**src/rtl/pipeline_ctrl_pkg.sv**
```systemverilog
// Shared pipeline-control definitions: FSM state encoding, operand-forward
//   select codes and the saturating performance-counter increment.
// No logic of its own; imported by pipeline_ctrl and hazard_fwd_unit.
package pipeline_ctrl_pkg;

   typedef enum logic [1:0] {
      ST_RUN    = 2'd0,
      ST_DRAIN  = 2'd1,
      ST_HALTED = 2'd2
   } state_e;

   // Operand source for the Exec-stage ALU inputs
   localparam logic [1:0] FWD_RF  = 2'b00;  // register file read
   localparam logic [1:0] FWD_MEM = 2'b01;  // ALU result sitting in Mem
   localparam logic [1:0] FWD_WB  = 2'b10;  // write data in WB

   localparam int CNT_W = 32;

   // Counters stick at all-ones rather than wrapping
   function automatic logic [CNT_W-1:0] sat_inc(input logic [CNT_W-1:0] v);
      return (v == '1) ? v : v + 1'b1;
   endfunction

endpackage

```
**src/rtl/pipeline_ctrl_hazard_fwd_unit.sv**
```systemverilog
// hazard_fwd_unit: load-use hazard detection and operand forward selection.
// Latency: purely combinational, zero cycles.
// Backpressure: none; the caller decides what to do with the hazard flag.
// Ports: rs1/rs2 (+used) of the Dec instruction; rd/wen of Exec/Mem/WB;
//   load flags of Exec/Mem -> load_use, fwd_a_sel, fwd_b_sel.
module hazard_fwd_unit
   import pipeline_ctrl_pkg::*;
#(
   parameter int REG_AW = 5
) (
   input  logic [REG_AW-1:0] rs1_dec,
   input  logic [REG_AW-1:0] rs2_dec,
   input  logic              rs1_used,
   input  logic              rs2_used,
   input  logic [REG_AW-1:0] rd_exec,
   input  logic [REG_AW-1:0] rd_mem,
   input  logic [REG_AW-1:0] rd_wb,
   input  logic              wen_exec,
   input  logic              wen_mem,
   input  logic              wen_wb,
   input  logic              load_exec,
   input  logic              load_mem,
   output logic              load_use,
   output logic [1:0]        fwd_a_sel,
   output logic [1:0]        fwd_b_sel
);

   // x0 is hard-wired zero, so a match on it is never a real dependency
   logic rs1_nz, rs2_nz;
   assign rs1_nz = (rs1_dec != '0);
   assign rs2_nz = (rs2_dec != '0);

   // A load still in Exec or Mem has no data yet: that is the only case
   // forwarding cannot cover.
   logic ld_exec_w, ld_mem_w;
   assign ld_exec_w = load_exec & wen_exec;
   assign ld_mem_w  = load_mem  & wen_mem;

   logic rs1_haz, rs2_haz;
   assign rs1_haz = rs1_used & rs1_nz &
                    ((ld_exec_w & (rs1_dec == rd_exec)) | (ld_mem_w & (rs1_dec == rd_mem)));
   assign rs2_haz = rs2_used & rs2_nz &
                    ((ld_exec_w & (rs2_dec == rd_exec)) | (ld_mem_w & (rs2_dec == rd_mem)));
   assign load_use = rs1_haz | rs2_haz;

   // The Mem-stage ALU result is the younger value, so it wins over WB
   logic mem_alu_w;
   assign mem_alu_w = wen_mem & ~load_mem;

   always_comb begin
      fwd_a_sel = FWD_RF;
      fwd_b_sel = FWD_RF;
      if (rs1_nz) begin
         if (mem_alu_w && (rs1_dec == rd_mem))   fwd_a_sel = FWD_MEM;
         else if (wen_wb && (rs1_dec == rd_wb))  fwd_a_sel = FWD_WB;
      end
      if (rs2_nz) begin
         if (mem_alu_w && (rs2_dec == rd_mem))   fwd_b_sel = FWD_MEM;
         else if (wen_wb && (rs2_dec == rd_wb))  fwd_b_sel = FWD_WB;
      end
   end

endmodule

```
**src/rtl/pipeline_ctrl.sv**
```systemverilog
// pipeline_ctrl: 5-stage pipeline stall/flush/forward control, halt drain FSM
//   and saturating stall/flush performance counters.
// Latency: stall/flush/forward outputs combinational; halted registered.
// Backpressure: load-use stalls IF/Dec and bubbles Exec; redirect overrides.
// Ports: clk, rstn; hazard inputs (rs/rd/wen/load per stage), redirect_mem,
//   halt_if -> stall_if/dec, bubble_exec, flush_dec/exec/mem, fwd_a/b_sel,
//   halted, stall_cnt, flush_cnt.
module pipeline_ctrl
   import pipeline_ctrl_pkg::*;
#(
   parameter int REG_AW     = 5,
   parameter int HALT_DRAIN = 4   // 1..15
) (
   input  logic              clk,
   input  logic              rstn,
   input  logic [REG_AW-1:0] rs1_dec,
   input  logic [REG_AW-1:0] rs2_dec,
   input  logic              rs1_used,
   input  logic              rs2_used,
   input  logic [REG_AW-1:0] rd_exec,
   input  logic [REG_AW-1:0] rd_mem,
   input  logic [REG_AW-1:0] rd_wb,
   input  logic              wen_exec,
   input  logic              wen_mem,
   input  logic              wen_wb,
   input  logic              load_exec,
   input  logic              load_mem,
   input  logic              redirect_mem,
   input  logic              halt_if,
   output logic              stall_if,
   output logic              stall_dec,
   output logic              bubble_exec,
   output logic              flush_dec,
   output logic              flush_exec,
   output logic              flush_mem,
   output logic [1:0]        fwd_a_sel,
   output logic [1:0]        fwd_b_sel,
   output logic              halted,
   output logic [31:0]       stall_cnt,
   output logic [31:0]       flush_cnt
);

   localparam logic [3:0] DRAIN_INIT = 4'(HALT_DRAIN);

   state_e           state_q, state_d;
   logic [3:0]       drain_cnt_q, drain_cnt_d;
   logic [CNT_W-1:0] stall_cnt_q, stall_cnt_d;
   logic [CNT_W-1:0] flush_cnt_q, flush_cnt_d;
   logic             load_use;

   hazard_fwd_unit #(.REG_AW(REG_AW)) u_hazard_fwd (
      .rs1_dec   (rs1_dec),
      .rs2_dec   (rs2_dec),
      .rs1_used  (rs1_used),
      .rs2_used  (rs2_used),
      .rd_exec   (rd_exec),
      .rd_mem    (rd_mem),
      .rd_wb     (rd_wb),
      .wen_exec  (wen_exec),
      .wen_mem   (wen_mem),
      .wen_wb    (wen_wb),
      .load_exec (load_exec),
      .load_mem  (load_mem),
      .load_use  (load_use),
      .fwd_a_sel (fwd_a_sel),
      .fwd_b_sel (fwd_b_sel)
   );

   always_ff @(posedge clk or negedge rstn) begin
      if (!rstn) begin
         state_q     <= ST_RUN;
         drain_cnt_q <= '0;
         stall_cnt_q <= '0;
         flush_cnt_q <= '0;
      end else begin
         state_q     <= state_d;
         drain_cnt_q <= drain_cnt_d;
         stall_cnt_q <= stall_cnt_d;
         flush_cnt_q <= flush_cnt_d;
      end
   end

   always_comb begin
      state_d     = state_q;
      drain_cnt_d = drain_cnt_q;
      stall_if    = 1'b0;
      stall_dec   = 1'b0;
      bubble_exec = 1'b0;
      flush_dec   = 1'b0;
      flush_exec  = 1'b0;
      flush_mem   = 1'b0;

      unique case (state_q)
         ST_RUN: begin
            // A taken redirect makes the younger stages (and any hazard
            // among them) irrelevant, so flush wins over stall.
            if (redirect_mem) begin
               flush_dec  = 1'b1;
               flush_exec = 1'b1;
               flush_mem  = 1'b1;
            end else if (load_use) begin
               stall_if    = 1'b1;
               stall_dec   = 1'b1;
               bubble_exec = 1'b1;
            end
            // A halt fetched on a wrong path is discarded by the redirect
            if (halt_if && !redirect_mem) begin
               state_d     = ST_DRAIN;
               drain_cnt_d = DRAIN_INIT;
            end
         end

         ST_DRAIN: begin
            if (redirect_mem) begin
               // The halt was speculative; resume normal fetch
               flush_dec   = 1'b1;
               flush_exec  = 1'b1;
               flush_mem   = 1'b1;
               state_d     = ST_RUN;
               drain_cnt_d = '0;
            end else begin
               stall_if = 1'b1;
               if (load_use) begin
                  // Nothing advances during a stall, so the drain pauses
                  stall_dec   = 1'b1;
                  bubble_exec = 1'b1;
               end else if (drain_cnt_q <= 4'd1) begin
                  state_d     = ST_HALTED;
                  drain_cnt_d = '0;
               end else begin
                  drain_cnt_d = drain_cnt_q - 4'd1;
               end
            end
         end

         ST_HALTED: begin
            stall_if    = 1'b1;
            stall_dec   = 1'b1;
            bubble_exec = 1'b1;
         end

         default: begin
            state_d     = ST_RUN;
            drain_cnt_d = '0;
         end
      endcase
   end

   // Once halted the core is frozen, so nothing further is counted
   always_comb begin
      stall_cnt_d = stall_cnt_q;
      flush_cnt_d = flush_cnt_q;
      if (state_q != ST_HALTED) begin
         if (stall_dec)    stall_cnt_d = sat_inc(stall_cnt_q);
         if (redirect_mem) flush_cnt_d = sat_inc(flush_cnt_q);
      end
   end

   assign halted    = (state_q == ST_HALTED);
   assign stall_cnt = stall_cnt_q;
   assign flush_cnt = flush_cnt_q;

endmodule

```
**config.mk**
```make
export PLATFORM = sky130hd
export DESIGN_NAME = pipeline_ctrl
export DESIGN_NICKNAME = d
export VERILOG_FILES = /design/src/rtl/pipeline_ctrl_pkg.sv /design/src/rtl/pipeline_ctrl_hazard_fwd_unit.sv /design/src/rtl/pipeline_ctrl.sv
export SDC_FILE = /design/constraint.sdc
export NUM_CORES = 1
export LEC_CHECK = 0
export CORE_UTILIZATION = 29
export DETAILED_ROUTE_END_ITERATION = 10
export PLACE_DENSITY = 0.58
export REMOVE_ABC_BUFFERS = 1
export SLEW_MARGIN = 20
export SYNTH_ARGS = -nofsm -noshare
export SYNTH_HDL_FRONTEND = slang
export SYNTH_SLANG_ARGS = --single-unit
```
**constraint.sdc**
```tcl
create_clock -name clk -period 7.3 [get_ports clk]
set_input_delay 1.825 -clock clk [delete_from_list [all_inputs] [get_ports clk]]
set_output_delay 1.825 -clock clk [all_outputs]
set_load 0.01 [all_outputs]
```
==> summary.txt, run 1 <==
largest net degree at the start of global routing -> 71
fillcell total -> 1,310
PnR Total Power -> 1.12 mW
# clock sinks -> 70
critical path cell sequence -> clkdlybuf4s50_1, or4_1, o21ai_0, a21oi_2, o31ai_1, nand2_1, clkdlybuf4s50_1
most common cell after layout, fill and taps aside -> clkdlybuf4s50_1
TritonCTS Buffers -> 9
worst reg2reg endpoint -> stall_cnt[1]
Pwr Density -> 204 mW/mm²
clock skew -> 4.93 ps
antenna violations before repair -> 0
post-synthesis sequential area ratio -> 0.443
Placed Area -> 0.00519 mm²
Max Root-Sink Buffers -> 2
postcts setup bufs -> 0
FF+latch count, synth -> 70
Startpoint Class -> primary input
number of cells on the critical path -> 7
EDFF count, synth -> 0
total negative slack -> 0 ps
Slew headroom -> 0.388
clock root buffer -> clkbuf_16
CP max-delay cell -> or4_1
Initial Util -> 0.297
routed vias/inst -> 4.88
DRC -> 0
Crit Path Class -> in2out
most frequent cells in the layout -> clkdlybuf4s50_1, dfrtp_1, xor2_1
Fin. Hold Viols -> 0
die width -> 119 µm
# IOs -> 111
Max stage delay on crit path -> 570 ps
Cell variety after synth -> 45
Yosys Warn Count -> 0
core area -> 0.0133 mm²
# diodes -> 0
nets@finish -> 538
R2R Setup Slk -> 4530 ps
post-CTS sizing -> 0
Mapped Cells -> 385
first-pass GRT wire length -> 16.5 mm
Die Area -> 0.0141 mm²
Vias -> 3,306
Final period util -> 0.802
CP delay by family, top -> buffers and inverters
Die H -> 119 µm
TritonRoute pass-1 iters -> 4
row cnt -> 42
R2R Path Start -> stall_cnt[1]
reg2reg path depth -> 8
Hold Buf Count CTS -> 0
final WL -> 9.79 mm
CP Buf/Inv Count -> 2
Mapped Area -> 0.00395 mm²
GPL Wtd Cong -> 0.822
RSZ-0062 raised after global routing -> no
mean post-synth cell area -> 10.3 µm²
maxcap violations -> 0
final global-route overflow total -> 0
Crit path top cell by count -> clkdlybuf4s50_1
Least-Margin Pin Slew -> 917 ps
CTS clock-pin slew for the worst setup and hold paths -> 60 ps
Crit path required time -> 5480 ps
design area -> 0.00547 mm²
status -> completed
antenna-violating nets left -> 0
ratio of cells with drive above 1 in the final layout -> 0.0817
dpl hpwl -> 7.25 mm
CP Max Fanout -> 5
leakage -> 2.35 nW
peak supply drop -> 0.105 mV
vias in the first global route -> 3,328
beginning of the critical path -> rs2_dec[1]
CP endpoint kind -> output port
# setup viols final -> 0
H-tree level count -> 3
Worst Hold Class -> reg2reg
most used flip-flop cell after synthesis -> dfrtp_1
IO buf count -> 110
Achievable Freq -> 171 MHz
Worst Path Arrival -> 4030 ps
GRT Util Overall -> 0.149
1st-iter DRT viols -> 146
post-DR wirelength/cell -> 14.4 µm
final slew viol count -> 0
clk_lat worst skew -> 330 ps
Area Growth Syn to Fin -> 38.3%
CTS tree -> yes
fraction of registers with async set/reset -> 1.00
Final min period -> 5860 ps
CP endpoint -> stall_if
==> cells in the mapped netlist (2+ instances only) <==
| cell | count | share of area |
|---|---|---|
| nor4b_2 | 2 | 0.0076 |
| nor4_1 | 17 | 0.027 |
| nor3_1 | 14 | 0.018 |
| o21ai_0 | 5 | 0.0063 |
| nand2_1 | 40 | 0.038 |
| dfrtp_1 | 70 | 0.44 |
| and3_1 | 10 | 0.016 |
| a21oi_1 | 5 | 0.0063 |
| o31ai_1 | 2 | 0.0038 |
| xor2_1 | 48 | 0.11 |
| a211oi_1 | 2 | 0.0038 |
| xnor2_1 | 42 | 0.093 |
| o2bb2ai_1 | 2 | 0.0044 |
| and4_1 | 6 | 0.013 |
| nor2_2 | 3 | 0.0047 |
| ha_1 | 4 | 0.013 |
| nor2_1 | 18 | 0.017 |
| buf_6 | 5 | 0.014 |
| nand3_1 | 19 | 0.024 |
| nand4_1 | 17 | 0.027 |
| nor4_2 | 4 | 0.013 |
| inv_1 | 10 | 0.0095 |
| a31oi_1 | 3 | 0.0047 |
| nor4_4 | 2 | 0.011 |
| buf_4 | 4 | 0.0076 |
| or3_1 | 5 | 0.0079 |
| or4_1 | 3 | 0.0057 |
| nand2b_1 | 3 | 0.0047 |
| a21oi_2 | 2 | 0.0044 |
| mux2_2 | 3 | 0.0085 |
==> flip-flops by register name (all words and copies together), names as in the netlist <==
name and cells:
drain_cnt_q 4, flush_cnt 32, stall_cnt 32, state_q 2
==> worst min path at each step <==
stage / startpoint / to / slack [ps] / cells past startpoint
finish: stall_cnt[14] / stall_cnt[14] / 480 / 1
global route: flush_cnt[20] / flush_cnt[20] / 510 / 1
CTS: stall_cnt[14] / stall_cnt[14] / 490 / 1
detailed placement: flush_cnt[17] / flush_cnt[17] / 480 / 1
global placement: stall_cnt[14] / stall_cnt[14] / 480 / 1
floorplan: drain_cnt_q[1] / drain_cnt_q[1] / 470 / 1
==> power breakdown <==
part / switching (mW) / internal (mW)
logic: 0.113 / 0.130
clock network: 0.163 / 0.245
registers: 0.0442 / 0.422
==> cell families after synthesis <==
family	synth area share
fa+ha+maj	0.0127
buf+inv	0.0326
mux	0.0111
flops	0.443
xor+xnor	0.199
compound gates	0.0418
simple gates	0.259
==> per-layer routing <==
| metal | vias up | wire length (µm) | track usage |
|---|---|---|---|
| li1 | 1588 | - | - |
| met1 | 1586 | 4470 | 0.189 |
| met2 | 117 | 4560 | 0.236 |
| met3 | 15 | 591 | 0.0507 |
| met4 | 0 | 161 | 0.0491 |
| met5 | - | 0 | 0 |
==> stage by stage <==
stage / cells / hold slack (ps) / util / setup slack [ps]
finish: 678 / 484 / 0.411 / 1440
global route: 678 / 507 / 0.411 / 1260
CTS: 678 / 490 / 0.411 / 1410
detailed placement: 663 / 479 / 0.391 / 1420
global placement: 663 / 476 / 0.391 / 1420
floorplan: 375 / 471 / - / 1620
==> worst register-to-register path, delay by kind of cell (launching register included) <==
family	cells	cell delay, ps
and+or+nand+nor	6	1740
adders and majority gates	1	220
muxes	1	280
DFF	1	420
==> layout make-up <==
cell class	instances	area (µm²)	area share
flip-flops and latches	70	1750	0.320
clock buffers	11	253	0.0462
well taps	176	220	0.0403
clock inverters	4	22.5	0.00412
inverters	10	37.5	0.00686
multi-input cells	295	2070	0.379
repair buffers	112	1110	0.203
No activity file was read; power rests on OpenSTA's default activity.
==> inputs of run 2 (changes only) <==
--- a/config.mk
+++ b/config.mk
@@ -7,7 +7,7 @@
 export LEC_CHECK = 0
 export CORE_UTILIZATION = 29
 export DETAILED_ROUTE_END_ITERATION = 10
-export PLACE_DENSITY = 0.58
+export PLACE_DENSITY = 0.6
 export REMOVE_ABC_BUFFERS = 1
 export SLEW_MARGIN = 20
 export SYNTH_ARGS = -nofsm -noshare
==> constraint.sdc (replaced) <==
create_clock -name clk -period 4.89 [get_ports clk]
set_input_delay 1.2225 -clock clk [delete_from_list [all_inputs] [get_ports clk]]
set_output_delay 1.2225 -clock clk [all_outputs]
set_load 0.01 [all_outputs]
==> summary.txt, run 2 (synthesis gave the netlist of run 1 again) <==
status -> completed
row cnt -> 42 (unchanged)
# diodes -> 0 (unchanged)
final global-route overflow total -> 0 (unchanged)
CP Max Fanout -> 5 (unchanged)
Switching Fraction -> 0.268 (-0.0186)
clock skew -> 6.83 ps (+1.90 ps)
leakage -> 2.38 nW (+1.3%)
clock root buffer -> clkbuf_16
critical path cell sequence -> clkdlybuf4s50_1, xor2_1, nor4_1, nand4_1, a21oi_2, o21ai_2, nand2_1, clkdlybuf4s50_1
core area -> 0.0133 mm² (unchanged)
antenna-violating nets left -> 0 (unchanged)
Die H -> 119 µm (unchanged)
TritonCTS Buffers -> 9 (unchanged)
# IOs -> 111 (unchanged)
Crit path top cell by count -> clkdlybuf4s50_1
CP max-delay cell -> clkdlybuf4s50_1
global routing's busiest layer -> met2
die width -> 119 µm (unchanged)
vias in the first global route -> 3,354 (+0.78%)
Worst Path Arrival -> 3470 ps (-560 ps)
Vias -> 3,293 (-0.39%)
CTS tree -> yes
met2 GRT Util -> 0.247 (+0.0110)
Switch Pwr -> 471 µW (+47%)
# clock sinks -> 70 (unchanged)
# setup viols final -> 0 (unchanged)
total negative slack -> 0 ps (unchanged)
post-DR wirelength/cell -> 14.2 µm (-1.6%)
Fin. Hold Viols -> 0 (unchanged)
Sequential Power Share -> 0.397 (-0.020)
most frequent cells in the layout -> clkdlybuf4s50_1, dfrtp_1, xor2_1
H-tree level count -> 3 (unchanged)
maxcap violations -> 0 (unchanged)
DRC -> 0 (unchanged)
1st-iter DRT viols -> 149 (+2.1%)
internal power -> 1.28 mW (+61%)
final WL -> 9.66 mm (-1.3%)
ratio of cells with drive above 1 in the final layout -> 0.0853 (+0.00364)
logic gate share of total power -> 0.204 (-0.014)
GRT Util Overall -> 0.144 (-0.00514)
Die Area -> 0.0141 mm² (unchanged)
Max Root-Sink Buffers -> 2 (unchanged)
Final min period -> 4690 ps
GPL Wtd Cong -> 0.846 (+2.9%)
most common cell after layout, fill and taps aside -> clkdlybuf4s50_1
Achievable Freq -> 213 MHz
post-CTS sizing -> 0 (unchanged)
RSZ-0062 raised after global routing -> no
largest net degree at the start of global routing -> 30 (-58%)
Clock power frac -> 0.398 (+0.033)
nets@finish -> 539 (+0.19%)
Hold Buf Count CTS -> 0 (unchanged)
design area -> 0.00552 mm² (+1.0%)
final slew viol count -> 0 (unchanged)
Crit path required time -> 3670 ps (-1810 ps)
Crit Path Class -> in2out
antenna violations before repair -> 0 (unchanged)
first-pass GRT wire length -> 16.3 mm (-1.0%)
dpl hpwl -> 7.35 mm (+1.4%)
TritonRoute pass-1 iters -> 4 (unchanged)
Startpoint Class -> primary input
met3 Track Usage GR -> 0.0415 (-0.00917)
Final period util -> 0.959
Slew headroom -> 0.545 (+0.156)
Initial Util -> 0.297 (unchanged)
clk_lat worst skew -> 320 ps (about the same)
Area Growth Syn to Fin -> 39.7%
GR Util met1 -> 0.173 (-0.0151)
CP endpoint kind -> output port
Pwr Density -> 318 mW/mm² (+55%)
postcts setup bufs -> 0 (unchanged)
CTS clock-pin slew for the worst setup and hold paths -> 60 ps (about the same)
routed vias/inst -> 4.84 (-0.69%)
IO buf count -> 110 (unchanged)
fillcell total -> 1,302 (-0.61%)
Max stage delay on crit path -> 540 ps (-30 ps)
Worst Hold Class -> reg2reg
peak supply drop -> 0.175 mV (+68%)
Least-Margin Pin Slew -> 680 ps (-237 ps)
Placed Area -> 0.00520 mm² (+0.14%)
-- run 2: metrics by stage --
step                setup WS [ps]  hold WS [ps]   util  instances  power, mW
global route                 54.2           515  0.415        680       1.85
floorplan                     413           471      -        375      0.874
global placement              218           473  0.391        664       1.06
finish                        201           487  0.415        680       1.75
CTS                           200           488  0.415        680       1.78
detailed placement            204           480  0.391        664       1.07
-- run 2: power by group through the flow --
stage / clock, mW / combinational, mW / sequential [mW]
global placement: 0 / 0.356 / 0.704
floorplan: 0 / 0.169 / 0.705
detailed placement: 0 / 0.364 / 0.707
CTS: 0.719 / 0.366 / 0.697
finish: 0.699 / 0.358 / 0.697
global route: 0.744 / 0.397 / 0.708
-- run 2: path summary, 6_finish.rpt --
| check | startpoint | end | slack, ps | cells after the start |
|---|---|---|---|---|
| max reg2reg | stall_cnt[0] | stall_cnt[1] | 2060 | 8 |
| min reg2reg | stall_cnt[14] | stall_cnt[14] | 490 | 1 |
| min in group asynchronous | rstn | flush_cnt[21] | 900 | 1 |
| max in group asynchronous | rstn | stall_cnt[25] | 3180 | 2 |
| max | rs2_dec[2] | stall_dec | 200 | 8 |
| min | stall_cnt[14] | stall_cnt[14] | 490 | 1 |
-- run 2: worst max-delay path, delay by kind of cell --
| family | cells | cell delay, ps |
|---|---|---|
| AOI/OAI and AO/OA | 2 | 420 |
| buffers and inverters | 2 | 1050 |
| and+or+nand+nor | 3 | 560 |
| xor gates and xnor gates | 1 | 210 |
-- run 2: routing by layer --
| metal | wire length [µm] | share of wire |
|---|---|---|
| met1 | 4390 | 0.45 |
| met2 | 4650 | 0.48 |
| met3 | 522 | 0.054 |
| met4 | 104 | 0.011 |
| met5 | 0 | 0 |
-- run 2: final cells by class --
class	instances	area, µm²	area share
repair buffers	113	1120	0.202
well taps	176	220	0.0399
flip-flops and latches	70	1750	0.317
multi-input cells	295	2070	0.375
clock buffers	10	239	0.0433
clock inverters	6	83.8	0.0152
inverters	10	37.5	0.00680
==> inputs of run 3 (changes only) <==
--- a/config.mk
+++ b/config.mk
@@ -5,6 +5,7 @@
 export SDC_FILE = /design/constraint.sdc
 export NUM_CORES = 1
 export LEC_CHECK = 0
+export CORE_ASPECT_RATIO = 1.5
 export CORE_UTILIZATION = 29
 export DETAILED_ROUTE_END_ITERATION = 10
 export PLACE_DENSITY = 0.6
==> summary.txt, run 3 (synthesis gave the netlist of run 1 again) <==
antenna violations before repair -> 0 (unchanged)
postcts setup bufs -> 0 (unchanged)
most frequent cells in the layout -> clkdlybuf4s50_1, dfrtp_1, xor2_1
Worst Path Arrival -> 3480 ps (about the same)
area taken by multi-input logic gates -> 0.00207 mm² (unchanged)
ratio of cells with drive above 1 in the final layout -> 0.0815 (-0.00381)
Initial Util -> 0.301 (+0.00340)
Die Area -> 0.0141 mm² (about the same)
CP Max Fanout -> 5 (unchanged)
# IOs -> 111 (unchanged)
Hold Buf Count CTS -> 0 (unchanged)
GRT Util Overall -> 0.146 (+0.00221)
Max stage delay on crit path -> 550 ps (about the same)
most common cell after layout, fill and taps aside -> clkdlybuf4s50_1
1st-iter DRT viols -> 100 (-33%)
post-CTS sizing -> 0 (unchanged)
hold endpoint -> flush_cnt[20]
DRC -> 0 (unchanged)
maxcap violations -> 0 (unchanged)
clk_lat worst skew -> 330 ps (about the same)
hold depth -> 1 (unchanged)
CTS tree -> yes
CP max-delay cell -> clkdlybuf4s50_1
Startpoint Class -> primary input
Vias -> 3,310 (+0.52%)
Max Root-Sink Buffers -> 2 (unchanged)
beginning of the critical path -> rs2_dec[4]
RSZ-0062 raised after global routing -> no
GPL Wtd Cong -> 0.814 (-3.8%)
peak supply drop -> 0.159 mV (-9.1%)
final WL -> 10.0 mm (+3.7%)
largest net degree at the start of global routing -> 46 (+53%)
IO buf count -> 110 (unchanged)
Least-Margin Pin Slew -> 710 ps (+29.7 ps)
TritonCTS Buffers -> 9 (unchanged)
R2R Setup Slk -> 2070 ps (about the same)
hold path start -> flush_cnt[20]
Slew headroom -> 0.525 (-0.0199)
critical path cell sequence -> clkdlybuf4s50_1, xor2_1, nor4_1, nand4_1, a21oi_2, o21ai_2, nand2_1, clkdlybuf4s50_1
CTS clock-pin slew for the worst setup and hold paths -> 50 ps (about the same)
worst reg2reg endpoint -> stall_cnt[1]
first-pass GRT wire length -> 16.4 mm (+0.80%)
core area -> 0.0131 mm² (-1.1%)
clock skew -> 6.79 ps (-0.0424 ps)
Pwr Density -> 321 mW/mm² (+1.2%)
reg2reg path depth -> 8 (unchanged)
Area Growth Syn to Fin -> 39.1%
Achievable Freq -> 213 MHz (-0.36%)
# clock sinks -> 70 (unchanged)
routed vias/inst -> 5.00 (+3.2%)
Final min period -> 4710 ps (+16.9 ps)
Final Core Density -> 0.418 (+0.00294)
Crit Path Class -> in2out
Seq. cell area -> 0.00175 mm² (unchanged)
H-tree level count -> 3 (unchanged)
antenna-violating nets left -> 0 (unchanged)
Worst Hold Class -> reg2reg
final global-route overflow total -> 0 (unchanged)
clock root buffer -> clkbuf_16
leakage -> 2.38 nW (-0.29%)
Crit path required time -> 3670 ps (about the same)
Crit path top cell by count -> clkdlybuf4s50_1
die width -> 97.3 µm (-18%)
vias in the first global route -> 3,339 (-0.45%)
status -> completed
total negative slack -> 0 ps (unchanged)
Final period util -> 0.962 (+0.00347)
CP endpoint kind -> output port
# diodes -> 0 (unchanged)
fillcell total -> 1,286 (-1.2%)
R2R Path Start -> stall_cnt[0]
dpl hpwl -> 7.76 mm (+5.6%)
post-DR wirelength/cell -> 15.1 µm (+6.5%)
# setup viols final -> 0 (unchanged)
Fin. Hold Viols -> 0 (unchanged)
Die H -> 145 µm (+22%)
TritonRoute pass-1 iters -> 4 (unchanged)
final slew viol count -> 0 (unchanged)
nets@finish -> 538 (-0.19%)
row cnt -> 51 (+21%)
-- run 3: cell types whose count changed in the layout (fill, tap and decap cells not counted) --
cell	previous run	this run
clkinv_2	3	1
inv_6	1	0
clkinv_4	0	2
clkbuf_1	0	1
buf_2	1	0
-- run 3: worst max path at each step --
stage	endpoint	depth (start not counted)
2_1_floorplan	bubble_exec	5
3_3_place_gp	stall_if	7
3_5_place_dp	stall_dec	8
4_1_cts	stall_dec	8
5_1_grt	stall_dec	8
6_report	stall_dec	8
-- run 3: per-layer routing --
metal | global-route usage | share of wire | vias up | wire [µm]
met5 | 0 | 0 | - | 0
met4 | 0.0676 | 0.033 | 0 | 329
met3 | 0.0414 | 0.061 | 21 | 612
met2 | 0.259 | 0.51 | 120 | 5160
met1 | 0.158 | 0.39 | 1590 | 3920
li1 | - | - | 1579 | -
-- run 3: stage by stage --
step	power [mW]	setup slack, ps	hold slack [ps]	cell area [µm²]	instances
after detailed placement	1.07	211	480	5170	646
after global routing	1.87	30.9	505	5500	662
after CTS	1.79	204	490	5500	662
after floorplan	0.874	413	471	3860	375
final	1.77	184	482	5500	662
after global placement	1.06	234	475	5170	646
-- run 3: critical path: cells and delay by family --
| family | cells | cell delay, ps |
|---|---|---|
| AND/OR/NAND/NOR | 3 | 580 |
| buffers and inverters | 2 | 1080 |
| XOR/XNOR | 1 | 210 |
| AO/OA/AOI/OAI | 2 | 390 |
-- run 3: power by group --
| group | switching (mW) | internal [mW] |
|---|---|---|
| clock | 0.245 | 0.461 |
| sequential | 0.0696 | 0.630 |
| combinational | 0.168 | 0.195 |
| total | 0.482 | 1.29 |
-- run 3: layout make-up --
cell class                 instances  share of cell area
clock inverter                     5              0.0150
multi-input combinational        295               0.377
clock buffer                      11              0.0441
timing repair buffer             112               0.202
inverter                          10             0.00682
sequential                        70               0.318
tap                              159              0.0362
==> RTL change: new RTL, flow settings as in run 2 <==
`REG_AW` is set to 5 in 2 places; all go to 3.
--- a/src/rtl/pipeline_ctrl_hazard_fwd_unit.sv
+++ b/src/rtl/pipeline_ctrl_hazard_fwd_unit.sv
@@ -7,5 +7,5 @@
    import pipeline_ctrl_pkg::*;
 #(
-   parameter int REG_AW = 5
+   parameter int REG_AW = 3
 ) (
    input  logic [REG_AW-1:0] rs1_dec,
--- a/src/rtl/pipeline_ctrl.sv
+++ b/src/rtl/pipeline_ctrl.sv
@@ -9,5 +9,5 @@
    import pipeline_ctrl_pkg::*;
 #(
-   parameter int REG_AW     = 5,
+   parameter int REG_AW     = 3,
    parameter int HALT_DRAIN = 4   // 1..15
 ) (
Ports: changed (5 resized); port bits go from 111 to 101. The function was not compared with the original's and may differ.
==> RTL change against run 2 <==
  * Critical path depth down 1
  * Synthesized cell count decreased by 3.9%
  * Total power fell by 3.1%
  * Final cell count down 4.9%
  * Synthesized area down 4.6%
  * Wire length fell by 6.0%
  * Final area down 5.6%
  * Hold slack improved by 0.0026 ns
  * Worst setup slack better by 0.00098 ns
  * Sequential cell count stayed put
  * Highest routed layer unchanged
==> RTL change: results (changes against run 2) <==
.. list-table::
   :header-rows: 1

   * - Metric
     - Value
   * - Met2 Routed Length
     - 4.48 mm (-3.7%)
   * - Portion of the layout cell area used by clock cells
     - 0.0516 (-0.00683)
   * - Routed met1 length
     - 4.02 mm (-8.4%)
   * - Fraction of area in multi-input gates
     - 0.367 (-0.00853)
   * - Post-Place Cell Area
     - 0.00492 mm^2 (-5.3%)
   * - Number of nets in the finished design
     - 500 (-7.2%)
   * - Startpoint of the worst hold path
     - flush_cnt[5]
   * - Most common library cells after synthesis
     - 70 x sky130_fd_sc_hd__dfrtp_1, 53 x sky130_fd_sc_hd__xnor2_1, 30 x sky130_fd_sc_hd__nand2_1
   * - Status
     - finished clean
   * - Maximum number of pins on one net before global-route repair
     - 45 (+50%)
   * - Fraction of final layout cells sized beyond drive strength 1
     - 0.0632 (-0.0222)
   * - Seq_cells
     - 70 (unchanged)
   * - Initial DRC count
     - 152 (+2.0%)
   * - Count of non-CTS inverters in the layout
     - 5 (-5)
   * - Count of input and output buffers
     - 100 (-9.1%)
   * - Placed wire-length estimate
     - 6.73 mm (-8.4%)
   * - Reg power frac
     - 0.419 (+0.022)
   * - Routed met3 length
     - 445 um (-15%)
   * - Worst clock skew
     - 0.00897 ns (+0.00214 ns)
   * - Post-route core utilization
     - 0.411 (-0.00411)
   * - Share of final layout cell area taken by non-clock buffers
     - 0.201 (-0.00182)
   * - Power consumed by the clock network
     - 594 uW (-15%)
   * - Fraction of the yosys area taken by sequential cells
     - 0.464 (+0.0215)
   * - Cell types occupying the most area after synthesis
     - sky130_fd_sc_hd__dfrtp_1 46%, sky130_fd_sc_hd__xnor2_1 12%, sky130_fd_sc_hd__xor2_1 5.8%, sky130_fd_sc_hd__nand4_1 4.3%, sky130_fd_sc_hd__nand3_1 3.6%
   * - Avg Vias per Cell
     - 4.83 (-0.26%)
   * - Final-layout clock buffer total
     - 12 (+2)
   * - Number of fillers in the final layout
     - 1,228 (-5.7%)
   * - Slew at the pin closest to its max-slew limit
     - 0.785 ns (+0.105 ns)
   * - Leakage power summed over all cells
     - 0.00216 uW (-9.4%)
   * - Bufs w/o clock
     - 105 (-7.1%)
   * - Post-layout instance count excluding filler cells
     - 647 (-4.9%)
   * - Slowest stage cell, crit path
     - sky130_fd_sc_hd__clkdlybuf4s50_1
   * - Wire length of the first global-routing pass
     - 14.5 mm (-11%)
   * - Last weighted congestion value of the routability-driven placer
     - 0.818 (-3.3%)
   * - Worst slack after detailed placement
     - 0.191 ns (-0.0128 ns)
   * - Worst R2R Start
     - stall_cnt[7]
   * - IR drop worst, VDD
     - 0.192 mV (+9.4%)
   * - Layout multi-input combinational cell count
     - 279 (-5.4%)
   * - Start point of the critical path
     - rs2_dec[0]
   * - Net switching component of the power
     - 493 uW (+4.8%)
-- RTL change: worst paths after layout --
| check | endpoint | slack, ns | depth (start not counted) |
|---|---|---|---|
| setup / recovery | stall_dec | 0.20 | 7 |
| hold / removal | flush_cnt[5] | 0.49 | 1 |
| setup reg to reg | stall_cnt[14] | 2.30 | 6 |
| hold reg to reg | flush_cnt[5] | 0.49 | 1 |
| max in group asynchronous | flush_cnt[24] | 3.22 | 3 |
| min in group asynchronous | stall_cnt[17] | 0.78 | 1 |
-- RTL change: layer usage --
metal,vias up,GRT usage
met3,13,0.0408
met5,-,0
met1,1525,0.175
li1,1510,-
met4,0,0.0573
met2,77,0.227
-- RTL change: cell families after synthesis --
kind of cell | synth area share
AOI/OAI and AO/OA | 0.0348
xor gates and xnor gates | 0.181
adders and majority gates | 0.0133
buffers and inverters | 0.0285
DFF | 0.464
muxes | 0.0113
and+or+nand+nor | 0.266
